**config.mk**
```make
export PLATFORM = sky130hd
export DESIGN_NAME = axi_lite_regfile
export DESIGN_NICKNAME = d
export VERILOG_FILES = /design/src/rtl/axi_lite_regfile.sv
export SDC_FILE = /design/constraint.sdc
export NUM_CORES = 1
export LEC_CHECK = 0
export ABC_AREA = 1
export ABC_CLOCK_PERIOD_IN_PS = 3400
export CORE_AREA = 10 10 455 457
export CTS_CLUSTER_SIZE = 40
export DETAILED_ROUTE_END_ITERATION = 8
export DIE_AREA = 0 0 465 467
export PLACE_DENSITY_LB_ADDON = 0.2
export SKIP_CTS_REPAIR_TIMING = 1
export SLEW_MARGIN = 20
export SYNTH_ARGS = -nofsm -noshare
export SYNTH_HDL_FRONTEND = slang
export SYNTH_SLANG_ARGS = --single-unit
export TNS_END_PERCENT = 5
```
**constraint.sdc**
```tcl
create_clock -name aclk -period 3.4 [get_ports aclk]
set_clock_uncertainty 0.2 [all_clocks]
set_input_delay 0.34 -clock aclk [delete_from_list [all_inputs] [get_ports aclk]]
set_output_delay 0.34 -clock aclk [all_outputs]
set_load 0.01 [all_outputs]
```
**src/rtl/axi_lite_regfile.sv**
```systemverilog
// AXI4-Lite slave register bank: byte-strobed writes, read-only status registers, SLVERR, write pulses.
// Optional: define AXI_LITE_REGFILE_PROT_EN to reject non-secure (prot[1]=1) accesses with SLVERR.
module axi_lite_regfile #(
  parameter int AXI_DATA_WIDTH = 32,
  parameter int AXI_ADDR_WIDTH = 32,
  parameter int NUM_REGS = 16,
  parameter logic [NUM_REGS-1:0] RO_MASK = {NUM_REGS{1'b0}},
  parameter int STRB_WIDTH = AXI_DATA_WIDTH / 8
) (
  input  logic                                 aclk,
  input  logic                                 areset,
  input  logic                                 axi_awvalid,
  output logic                                 axi_awready,
  input  logic [AXI_ADDR_WIDTH-1:0]            axi_awaddr,
  input  logic [2:0]                           axi_awprot,
  input  logic                                 axi_wvalid,
  output logic                                 axi_wready,
  input  logic [AXI_DATA_WIDTH-1:0]            axi_wdata,
  input  logic [STRB_WIDTH-1:0]                axi_wstrb,
  output logic                                 axi_bvalid,
  input  logic                                 axi_bready,
  output logic [1:0]                           axi_bresp,
  input  logic                                 axi_arvalid,
  output logic                                 axi_arready,
  input  logic [AXI_ADDR_WIDTH-1:0]            axi_araddr,
  input  logic [2:0]                           axi_arprot,
  output logic                                 axi_rvalid,
  input  logic                                 axi_rready,
  output logic [AXI_DATA_WIDTH-1:0]            axi_rdata,
  output logic [1:0]                           axi_rresp,
  output logic [NUM_REGS*AXI_DATA_WIDTH-1:0]   reg_out,
  input  logic [NUM_REGS*AXI_DATA_WIDTH-1:0]   reg_in,
  output logic [NUM_REGS-1:0]                  wr_pulse
);

  localparam int IDX_LSB = $clog2(STRB_WIDTH);
  localparam int IDX_W   = $clog2(NUM_REGS);
  localparam logic [AXI_ADDR_WIDTH-1:0] ADDR_LIMIT = AXI_ADDR_WIDTH'(NUM_REGS * STRB_WIDTH);
  localparam logic [1:0] RESP_OKAY   = 2'b00;
  localparam logic [1:0] RESP_SLVERR = 2'b10;

  typedef enum logic [1:0] {W_IDLE, W_WAIT_DATA, W_WAIT_ADDR, W_RESP} w_state_e;
  typedef enum logic {R_IDLE, R_RESP} r_state_e;

  w_state_e                    w_state_q, w_state_d;
  logic                        awready_q, awready_d;
  logic                        wready_q, wready_d;
  logic                        bvalid_q, bvalid_d;
  logic [1:0]                  bresp_q, bresp_d;
  logic [AXI_ADDR_WIDTH-1:0]   awaddr_q, awaddr_d;
  logic [AXI_DATA_WIDTH-1:0]   wdata_q, wdata_d;
  logic [STRB_WIDTH-1:0]       wstrb_q, wstrb_d;
  logic [NUM_REGS-1:0]         wr_pulse_q, wr_pulse_d;
  logic [AXI_DATA_WIDTH-1:0]   regs_q [NUM_REGS];
  logic [AXI_DATA_WIDTH-1:0]   regs_d [NUM_REGS];
  logic [AXI_DATA_WIDTH-1:0]   reg_in_w [NUM_REGS];

  r_state_e                    r_state_q, r_state_d;
  logic                        arready_q, arready_d;
  logic                        rvalid_q, rvalid_d;
  logic [AXI_DATA_WIDTH-1:0]   rdata_q, rdata_d;
  logic [1:0]                  rresp_q, rresp_d;

  logic                        aw_hs, w_hs, ar_hs, commit;
  logic [AXI_ADDR_WIDTH-1:0]   c_addr;
  logic [AXI_DATA_WIDTH-1:0]   c_data;
  logic [STRB_WIDTH-1:0]       c_strb;
  logic [IDX_W-1:0]            c_idx, r_idx;
  logic                        c_err, r_oor, w_prot_err, r_prot_err;

  assign aw_hs = axi_awvalid & awready_q;
  assign w_hs  = axi_wvalid & wready_q;
  assign ar_hs = axi_arvalid & arready_q;

  for (genvar i = 0; i < NUM_REGS; i++) begin : g_flat
    assign reg_out[i*AXI_DATA_WIDTH +: AXI_DATA_WIDTH] = regs_q[i];
    assign reg_in_w[i] = reg_in[i*AXI_DATA_WIDTH +: AXI_DATA_WIDTH];
  end

`ifdef AXI_LITE_REGFILE_PROT_EN
  logic [2:0] awprot_q, awprot_d;
  logic [2:0] c_prot;
  assign w_prot_err = c_prot[1];
  assign r_prot_err = axi_arprot[1];
`else
  logic unused_prot;
  assign unused_prot = ^{axi_awprot, axi_arprot};
  assign w_prot_err = 1'b0;
  assign r_prot_err = 1'b0;
`endif

  // Commit operands: whichever half arrived earlier comes from its holding register.
  always_comb begin
    c_addr = axi_awaddr;
    c_data = axi_wdata;
    c_strb = axi_wstrb;
`ifdef AXI_LITE_REGFILE_PROT_EN
    c_prot = axi_awprot;
    if (w_state_q == W_WAIT_DATA) c_prot = awprot_q;
`endif
    if (w_state_q == W_WAIT_DATA) c_addr = awaddr_q;
    if (w_state_q == W_WAIT_ADDR) begin
      c_data = wdata_q;
      c_strb = wstrb_q;
    end
  end

  assign c_idx = c_addr[IDX_LSB +: IDX_W];
  assign c_err = (c_addr >= ADDR_LIMIT) || RO_MASK[c_idx] || w_prot_err;

  always_comb begin
    w_state_d  = w_state_q;
    awaddr_d   = awaddr_q;
    wdata_d    = wdata_q;
    wstrb_d    = wstrb_q;
    bvalid_d   = bvalid_q;
    bresp_d    = bresp_q;
    wr_pulse_d = '0;
    regs_d     = regs_q;
    commit     = 1'b0;
`ifdef AXI_LITE_REGFILE_PROT_EN
    awprot_d   = awprot_q;
`endif
    case (w_state_q)
      W_IDLE: begin
        if (aw_hs && w_hs) begin
          commit = 1'b1;
        end else if (aw_hs) begin
          awaddr_d  = axi_awaddr;
`ifdef AXI_LITE_REGFILE_PROT_EN
          awprot_d  = axi_awprot;
`endif
          w_state_d = W_WAIT_DATA;
        end else if (w_hs) begin
          wdata_d   = axi_wdata;
          wstrb_d   = axi_wstrb;
          w_state_d = W_WAIT_ADDR;
        end
      end
      W_WAIT_DATA: commit = w_hs;
      W_WAIT_ADDR: commit = aw_hs;
      W_RESP: begin
        if (axi_bready) begin
          bvalid_d  = 1'b0;
          w_state_d = W_IDLE;
        end
      end
      default: w_state_d = W_IDLE;
    endcase

    if (commit) begin
      w_state_d = W_RESP;
      bvalid_d  = 1'b1;
      bresp_d   = c_err ? RESP_SLVERR : RESP_OKAY;
      if (!c_err) begin
        wr_pulse_d[c_idx] = 1'b1;
        for (int k = 0; k < STRB_WIDTH; k++) begin
          if (c_strb[k]) regs_d[c_idx][k*8 +: 8] = c_data[k*8 +: 8];
        end
      end
    end

    awready_d = (w_state_d == W_IDLE) || (w_state_d == W_WAIT_ADDR);
    wready_d  = (w_state_d == W_IDLE) || (w_state_d == W_WAIT_DATA);
  end

  assign r_idx = axi_araddr[IDX_LSB +: IDX_W];
  assign r_oor = (axi_araddr >= ADDR_LIMIT);

  // Reads sample regs_q, so a same-edge write to the same register is not yet visible.
  always_comb begin
    r_state_d = r_state_q;
    rvalid_d  = rvalid_q;
    rdata_d   = rdata_q;
    rresp_d   = rresp_q;
    case (r_state_q)
      R_IDLE: begin
        if (ar_hs) begin
          r_state_d = R_RESP;
          rvalid_d  = 1'b1;
          if (r_oor || r_prot_err) begin
            rdata_d = '0;
            rresp_d = RESP_SLVERR;
          end else begin
            rdata_d = RO_MASK[r_idx] ? reg_in_w[r_idx] : regs_q[r_idx];
            rresp_d = RESP_OKAY;
          end
        end
      end
      R_RESP: begin
        if (axi_rready) begin
          rvalid_d  = 1'b0;
          r_state_d = R_IDLE;
        end
      end
      default: r_state_d = R_IDLE;
    endcase
    arready_d = (r_state_d == R_IDLE);
  end

  always_ff @(posedge aclk) begin
    if (areset) begin
      w_state_q  <= W_IDLE;
      awready_q  <= 1'b0;
      wready_q   <= 1'b0;
      bvalid_q   <= 1'b0;
      bresp_q    <= 2'b00;
      awaddr_q   <= '0;
      wdata_q    <= '0;
      wstrb_q    <= '0;
      wr_pulse_q <= '0;
      for (int i = 0; i < NUM_REGS; i++) regs_q[i] <= '0;
      r_state_q  <= R_IDLE;
      arready_q  <= 1'b0;
      rvalid_q   <= 1'b0;
      rdata_q    <= '0;
      rresp_q    <= 2'b00;
`ifdef AXI_LITE_REGFILE_PROT_EN
      awprot_q   <= 3'b000;
`endif
    end else begin
      w_state_q  <= w_state_d;
      awready_q  <= awready_d;
      wready_q   <= wready_d;
      bvalid_q   <= bvalid_d;
      bresp_q    <= bresp_d;
      awaddr_q   <= awaddr_d;
      wdata_q    <= wdata_d;
      wstrb_q    <= wstrb_d;
      wr_pulse_q <= wr_pulse_d;
      regs_q     <= regs_d;
      r_state_q  <= r_state_d;
      arready_q  <= arready_d;
      rvalid_q   <= rvalid_d;
      rdata_q    <= rdata_d;
      rresp_q    <= rresp_d;
`ifdef AXI_LITE_REGFILE_PROT_EN
      awprot_q   <= awprot_d;
`endif
    end
  end

  assign axi_awready = awready_q;
  assign axi_wready  = wready_q;
  assign axi_bvalid  = bvalid_q;
  assign axi_bresp   = bresp_q;
  assign axi_arready = arready_q;
  assign axi_rvalid  = rvalid_q;
  assign axi_rdata   = rdata_q;
  assign axi_rresp   = rresp_q;
  assign wr_pulse    = wr_pulse_q;

endmodule

```
==> impl_metrics.csv, run 1 <==
group,metric,value,unit
status,status,"finished, final reports clean",
setup_path,crit_fanout,15,
worst_hold_path,hp-class,"in2reg",
setup_path,critPathArrivalTime,3480,ps
sta,worstMarginPinSlew,1220,ps
finish,final_cells,8605,
floorplanning,core,198400,um2
sta,slew_headroom,0.1868,
yosys,syn_area,34450,um2
grt,grt_pass1_vias,35350,
sta,layout_min_cycle_time,3158,ps
clock_tree,cts-root-buf,"clkbuf_16",
floorplanning,die_h,467,um
setup_path,reg2reg_setup_slack,240,ps
yosys,synth_seq_cells,636,
grt,antenna_found_initial,18,
clock_tree,cts_max_level,3,
clock_tree,clkLatencyLatePin,720,ps
grt,grt_pass1_wl,307300,um
sta,fmax,316.6,MHz
setup_path,crit_path_end_kind,"register",
setup_path,start_kind,"register",
sta,min_period_over_period,0.9290,
place,place_inst,8434,
floorplanning,dieArea,217200,um2
grt,grt_max_degree,167,
power_and_ir_drop,cellLeakagePower,0.01890,uW
sta,rsz0062_at_grt,"false",
finish,multi_input_area,17240,um2
run,maxCapViolCount,0,
clock_tree,tritoncts.num_buffers,88,
routing,drc,0,
finish,synthToLayoutAreaGrowth,39.90,%
sta,tns,0,ps
sta,hold_viol_final,0,
sta,setup_viol,0,
clock_tree,cts_tree,"done",
power_and_ir_drop,irDropWorstVdd,0.3656,mV
yosys,synth-seq-area-share,0.3696,
routing,drtAntennaViolNets,0,
finish,final_cell_mix,"nand2_1, inv_1, clkdlybuf4s50_1",
place,dpl.hpwl,172300,um
floorplanning,pin_count,1194,
routing,drtIter0Drc,3581,
routing,wl_per_cell,26.46,um
power_and_ir_drop,powerDensity,515.8,nW/um2
finish,nNetsFinal,6499,
sta,final_max_slew_viol_count,0,
yosys,yosys.cell_types.count,41,
routing,routed_wl,227700,um
yosys,yosysWarnings,0,
yosys,syn_inst,5311,
clock_tree,cts_sinks,636,
floorplanning,die_w,465,um
place,place_congestion,0.8595,
routing,firstDrtPassIters,5,
place,post-place-ws,85.99,ps
finish,final_common_cell,"nand2_1",
sta,fin_ws,241.5,ps
finish,seq_area,12730,um2
grt,grt.total_usage,0.2004,
floorplanning,start_util,0.1736,
clock_tree,cts_buffer_depth,3,
routing,via_count,37900,
grt,overflow,0,
finish,drive_above_1_share,0.08962,
setup_path,worstPathRequired,3720,ps
yosys,syn_area_per_cell,6.486,um2
routing,vias_per_cell,4.404,
floorplanning,row_count,164,
setup_path,crit_type,"reg2reg",
power_and_ir_drop,power,24860,uW
place,io_buffers,669,
finish,nFillCells,22190,
clock_tree,cts.reportedPaths.clkPinSlew,60,ps
==> flip-flops by register name, indices dropped and copies added (netlist names) <==
| name | cells |
|---|---|
| axi_wready | 1 |
| axi_bresp | 1 |
| awaddr_q | 30 |
| r_state_q | 1 |
| axi_rresp | 1 |
| axi_bvalid | 1 |
| axi_arready | 1 |
| wdata_q | 32 |
| w_state_q | 2 |
| axi_rdata | 32 |
| wstrb_q | 4 |
| axi_rvalid | 1 |
| axi_awready | 1 |
| reg_out | 512 |
| wr_pulse | 16 |
==> through the flow <==
| stage | hold WS, ps | utilization | instance area, um2 |
|---|---|---|---|
| floorplan | 212.2 | - | 34450 |
| global placement | 223.4 | 0.2278 | 45210 |
| detailed placement | 230.0 | 0.2278 | 45210 |
| CTS | -265.5 | 0.2426 | 48130 |
| global route | 13.66 | 0.2427 | 48160 |
| finish | 41.14 | 0.2429 | 48190 |
==> layout make-up <==
| type | instances | area share |
|---|---|---|
| Inverter | 832 | 0.06524 |
| Clock inverter | 20 | 0.006465 |
| Antenna cell | 13 | 0.0006750 |
| Multi-Input combinational cell | 3445 | 0.3577 |
| Tap cell | 2656 | 0.06895 |
| Clock buffer | 136 | 0.05423 |
| Sequential cell | 636 | 0.2642 |
| Timing Repair Buffer | 867 | 0.1826 |
==> per-layer routing <==
layer / part of all wire / vias to the layer above / global-route usage
met5: 0.000088 / - / 0
met4: 0.036 / 4 / 0.06799
met3: 0.078 / 220 / 0.04892
met2: 0.40 / 1460 / 0.2849
met1: 0.48 / 18090 / 0.2911
li1: - / 18120 / -
==> power by group <==
group	internal [uW]	switching, uW	total [uW]
clock network	5660	3960	9620
registers	7690	168	7860
logic	1800	5580	7380
==> synth_stat cells, drive strengths merged <==
library cell  instances  area, um2
o21ai               266       1343
clkinv                5      22.52
nand2              1264       4793
a211oi                2      15.01
nor3                133      675.7
nor2                613       2501
dfxtp               636      12730
nor4                  2      12.51
o21bai                1      7.510
buf                 169      912.1
a21oi               361       1810
and3                  1      6.260
nand3b                5      37.54
ha                    4      50.05
conb                  1      3.750
inv                 827       3107
mux2i                32      320.3
or2                   6      37.54
nand4               448       3659
nand3               305       1539
clkbuf              230      863.3
==> cells by family after synthesis <==
logic type | after synthesis | synth area share
muxes | 32 | 0.009298
buffers and inverters | 1231 | 0.1424
adders and majority gates | 4 | 0.001453
and+or+nand+nor | 2777 | 0.3850
DFF | 636 | 0.3696
other | 1 | 0.0001089
AOI/OAI and AO/OA | 630 | 0.09218
==> critical path: stages, from the launching register on <==
cell and delay, ps:
dfxtp_1 420, inv_1 110, ha_1 270, buf_4 240, nand2_1 80, o21ai_1 130, nor2_2 220, nand2_1 470
nor2_2 300, nand4_2 290, nand2_1 140, a21oi_1 70
==> final timing paths <==
| path | start | end | depth (start not counted) |
|---|---|---|---|
| worst min register to register | r_state_q | axi_rvalid | 1 |
| worst min-delay path | axi_araddr[5] | axi_rdata[31] | 5 |
| worst max-delay path | w_state_q[1] | reg_out[186] | 11 |
| worst max register to register | w_state_q[1] | reg_out[186] | 11 |
No activity file was read; power rests on OpenSTA's default activity.
==> inputs of run 2 (changes only) <==
==> constraint.sdc (replaced) <==
create_clock -name aclk -period 3.4 [get_ports aclk]
set_clock_uncertainty 0.2 [all_clocks]
set_input_delay 0.51 -clock aclk [delete_from_list [all_inputs] [get_ports aclk]]
set_output_delay 0.51 -clock aclk [all_outputs]
set_load 0.01 [all_outputs]
==> run 2 against run 1 <==
Sequential share of layout area decreased by 0.11 points. First-iteration DRC count increased by 5.1%. Routed wire length increased by 0.68%. Final cell count increased by 0.13%. Utilization increased by 0.10 points. Register-to-register slack about the same. Critical endpoint is now reg_out[331]. Critical path type unchanged. Global-route usage increased by 0.067 points. Die area unchanged.
==> impl_metrics.csv, run 2 (synthesis gave the netlist of run 1 again) <==
group,metric,value,unit
place,place_area,45320,um2
run,maxCapViolCount,0,
setup_path,critPathTopFamily,"simple AND/OR/NAND/NOR gates",
floorplanning,die_w,465,um
clock_tree,clkLatencyLatePin,720,ps
sta,tns,0,ps
finish,largest_register_ffs,512,
setup_path,max_stage_delay,410,ps
finish,drive_above_1_share,0.09325,
place,place_congestion,0.8435,
power_and_ir_drop,powerDensity,519.8,nW/um2
sta,hold_viol_final,0,
clock_tree,cts_max_level,3,
grt,grt_pass1_vias,35540,
clock_tree,cts_tree,"done",
grt,antenna_found_initial,24,
sta,rsz0062_at_grt,"false",
routing,routed_wl,229200,um
sta,fmax,318.0,MHz
floorplanning,die_h,467,um
grt,overflow,0,
setup_path,r2r_end,"reg_out[331]",
setup_path,crit_slowest_cell,"dfxtp_1",
grt,grt.total_usage,0.2011,
setup_path,worstRegToRegCells,15,
setup_path,reg2reg_setup_slack,260,ps
sta,min_period_over_period,0.9248,
setup_path,worstPathCellList,"inv_1 -> ha_1 -> buf_4 -> nor2_1 -> nand3b_1 -> nand2_1 -> nand2_1 -> inv_1 -> nand2_1 -> nor2_4 -> buf_12 -> buf_12 -> nand4_1 -> nand2_1 -> nor2_1",
setup_path,critPathBufInv,5,
place,dpl.hpwl,172400,um
status,status,"finished, final reports clean",
routing,drc,0,
clock_tree,cts-root-buf,"clkbuf_16",
routing,wl_per_cell,26.60,um
routing,via_count,37680,
worst_hold_path,holdPathEnd,"awaddr_q[6]",
setup_path,crit_path_end_kind,"register",
clock_tree,cts_buffer_depth,3,
finish,nNetsFinal,6511,
routing,drtIter0Drc,3765,
setup_path,start_kind,"register",
sta,layout_min_cycle_time,3144,ps
routing,drtAntennaViolNets,0,
setup_path,worstPathRequired,3820,ps
setup_path,crit_type,"reg2reg",
worst_hold_path,min_path_cells,3,
setup_path,crit_fanout,62,
sta,setup_viol,0,
floorplanning,pin_count,1194,
finish,synthToLayoutAreaGrowth,40.49,%
power_and_ir_drop,irDropWorstVdd,0.3567,mV
finish,final_cell_mix,"nand2_1, inv_1, clkdlybuf4s50_1",
setup_path,crit_top_cell,"nand2_1",
routing,firstDrtPassIters,6,
setup_path,critPathArrivalTime,3560,ps
sta,final_max_slew_viol_count,0,
clock_tree,tritoncts.num_buffers,90,
finish,final_common_cell,"nand2_1",
routing,vias_per_cell,4.373,
clock_tree,cts.reportedPaths.clkPinSlew,60,ps
place,io_buffers,669,
sta,slew_headroom,0.2584,
setup_path,timing.rr.start,"w_state_q[1]",
grt,grt_max_degree,170,
floorplanning,start_util,0.1736,
finish,fin_area,48400,um2
clock_tree,cts_sinks,636,
worst_hold_path,hp-start,"axi_awaddr[6]",
floorplanning,row_count,164,
grt,grt_pass1_wl,307600,um
worst_hold_path,hp-class,"in2reg",
floorplanning,core,198400,um2
sta,worstMarginPinSlew,1111,ps
power_and_ir_drop,cellLeakagePower,0.01903,uW
floorplanning,dieArea,217200,um2
[run 2: cell types whose count changed in the layout (fill, tap and decap cells not counted), sizes merged]
cell,previous run,this run
inv,830,833
buf,202,213
clkbuf,136,133
clkinv,16,21
clkinvlp,1,2
dlygate4sd3,2,1
diode,13,8
[run 2: area by class of cell]
class                   instances  area [um2]
multi-input cells            3445       17240
clock buffers                 133        2666
inverters                     832        3144
clock inverters                29       381.6
well taps                    2656        3323
flip-flops and latches        636       12730
repair buffers                877        8892
fillers                     22110      150000
diodes                          8       20.02
[run 2: per-layer routing]
| metal | wire (um) | part of all wire | vias to the layer above | track usage |
|---|---|---|---|---|
| li1 | - | - | 18130 | - |
| met1 | 107400 | 0.47 | 17900 | 0.2814 |
| met2 | 93600 | 0.41 | 1452 | 0.2917 |
| met3 | 22130 | 0.097 | 188 | 0.06758 |
| met4 | 6058 | 0.026 | 4 | 0.05434 |
| met5 | 21 | 0.000092 | - | 0 |
[run 2: worst max-delay path by stage]
stage	start	to	slack [ps]	depth (start not counted)
after floorplan	w_state_q[0]	reg_out[144]	1120	11
after global placement	axi_wvalid	wr_pulse[11]	130	10
after detailed placement	axi_awvalid	wr_pulse[11]	160	10
after CTS	w_state_q[1]	wr_pulse[11]	150	13
after global routing	w_state_q[1]	reg_out[270]	20	15
final	w_state_q[1]	reg_out[331]	260	15
[run 2: metrics by stage]
stage	hold WS [ps]	setup WS [ps]	std cells	util	total power, uW
3_5_place_dp	230.8	155.4	8445	0.2284	15390
3_3_place_gp	222.4	130.4	8445	0.2284	15370
6_report	181.3	255.6	8616	0.2439	25160
2_1_floorplan	212.2	1121	5312	-	11450
4_1_cts	-287.7	153.8	8607	0.2437	25470
5_1_grt	152.1	16.13	8609	0.2438	26090
[run 2: worst register-to-register path: cells and delay by family, from the launching register on]
kind | cells | cell delay [ps]
adders and majority gates | 1 | 270
buffers and inverters | 5 | 1050
and+or+nand+nor | 9 | 1120
DFF | 1 | 410
[run 2: power breakdown]
part	leakage (uW)	internal, uW	switching [uW]
sequential	0.00513	7690	169
combinational	0.0124	1770	5620
clock	0.00149	5830	4080
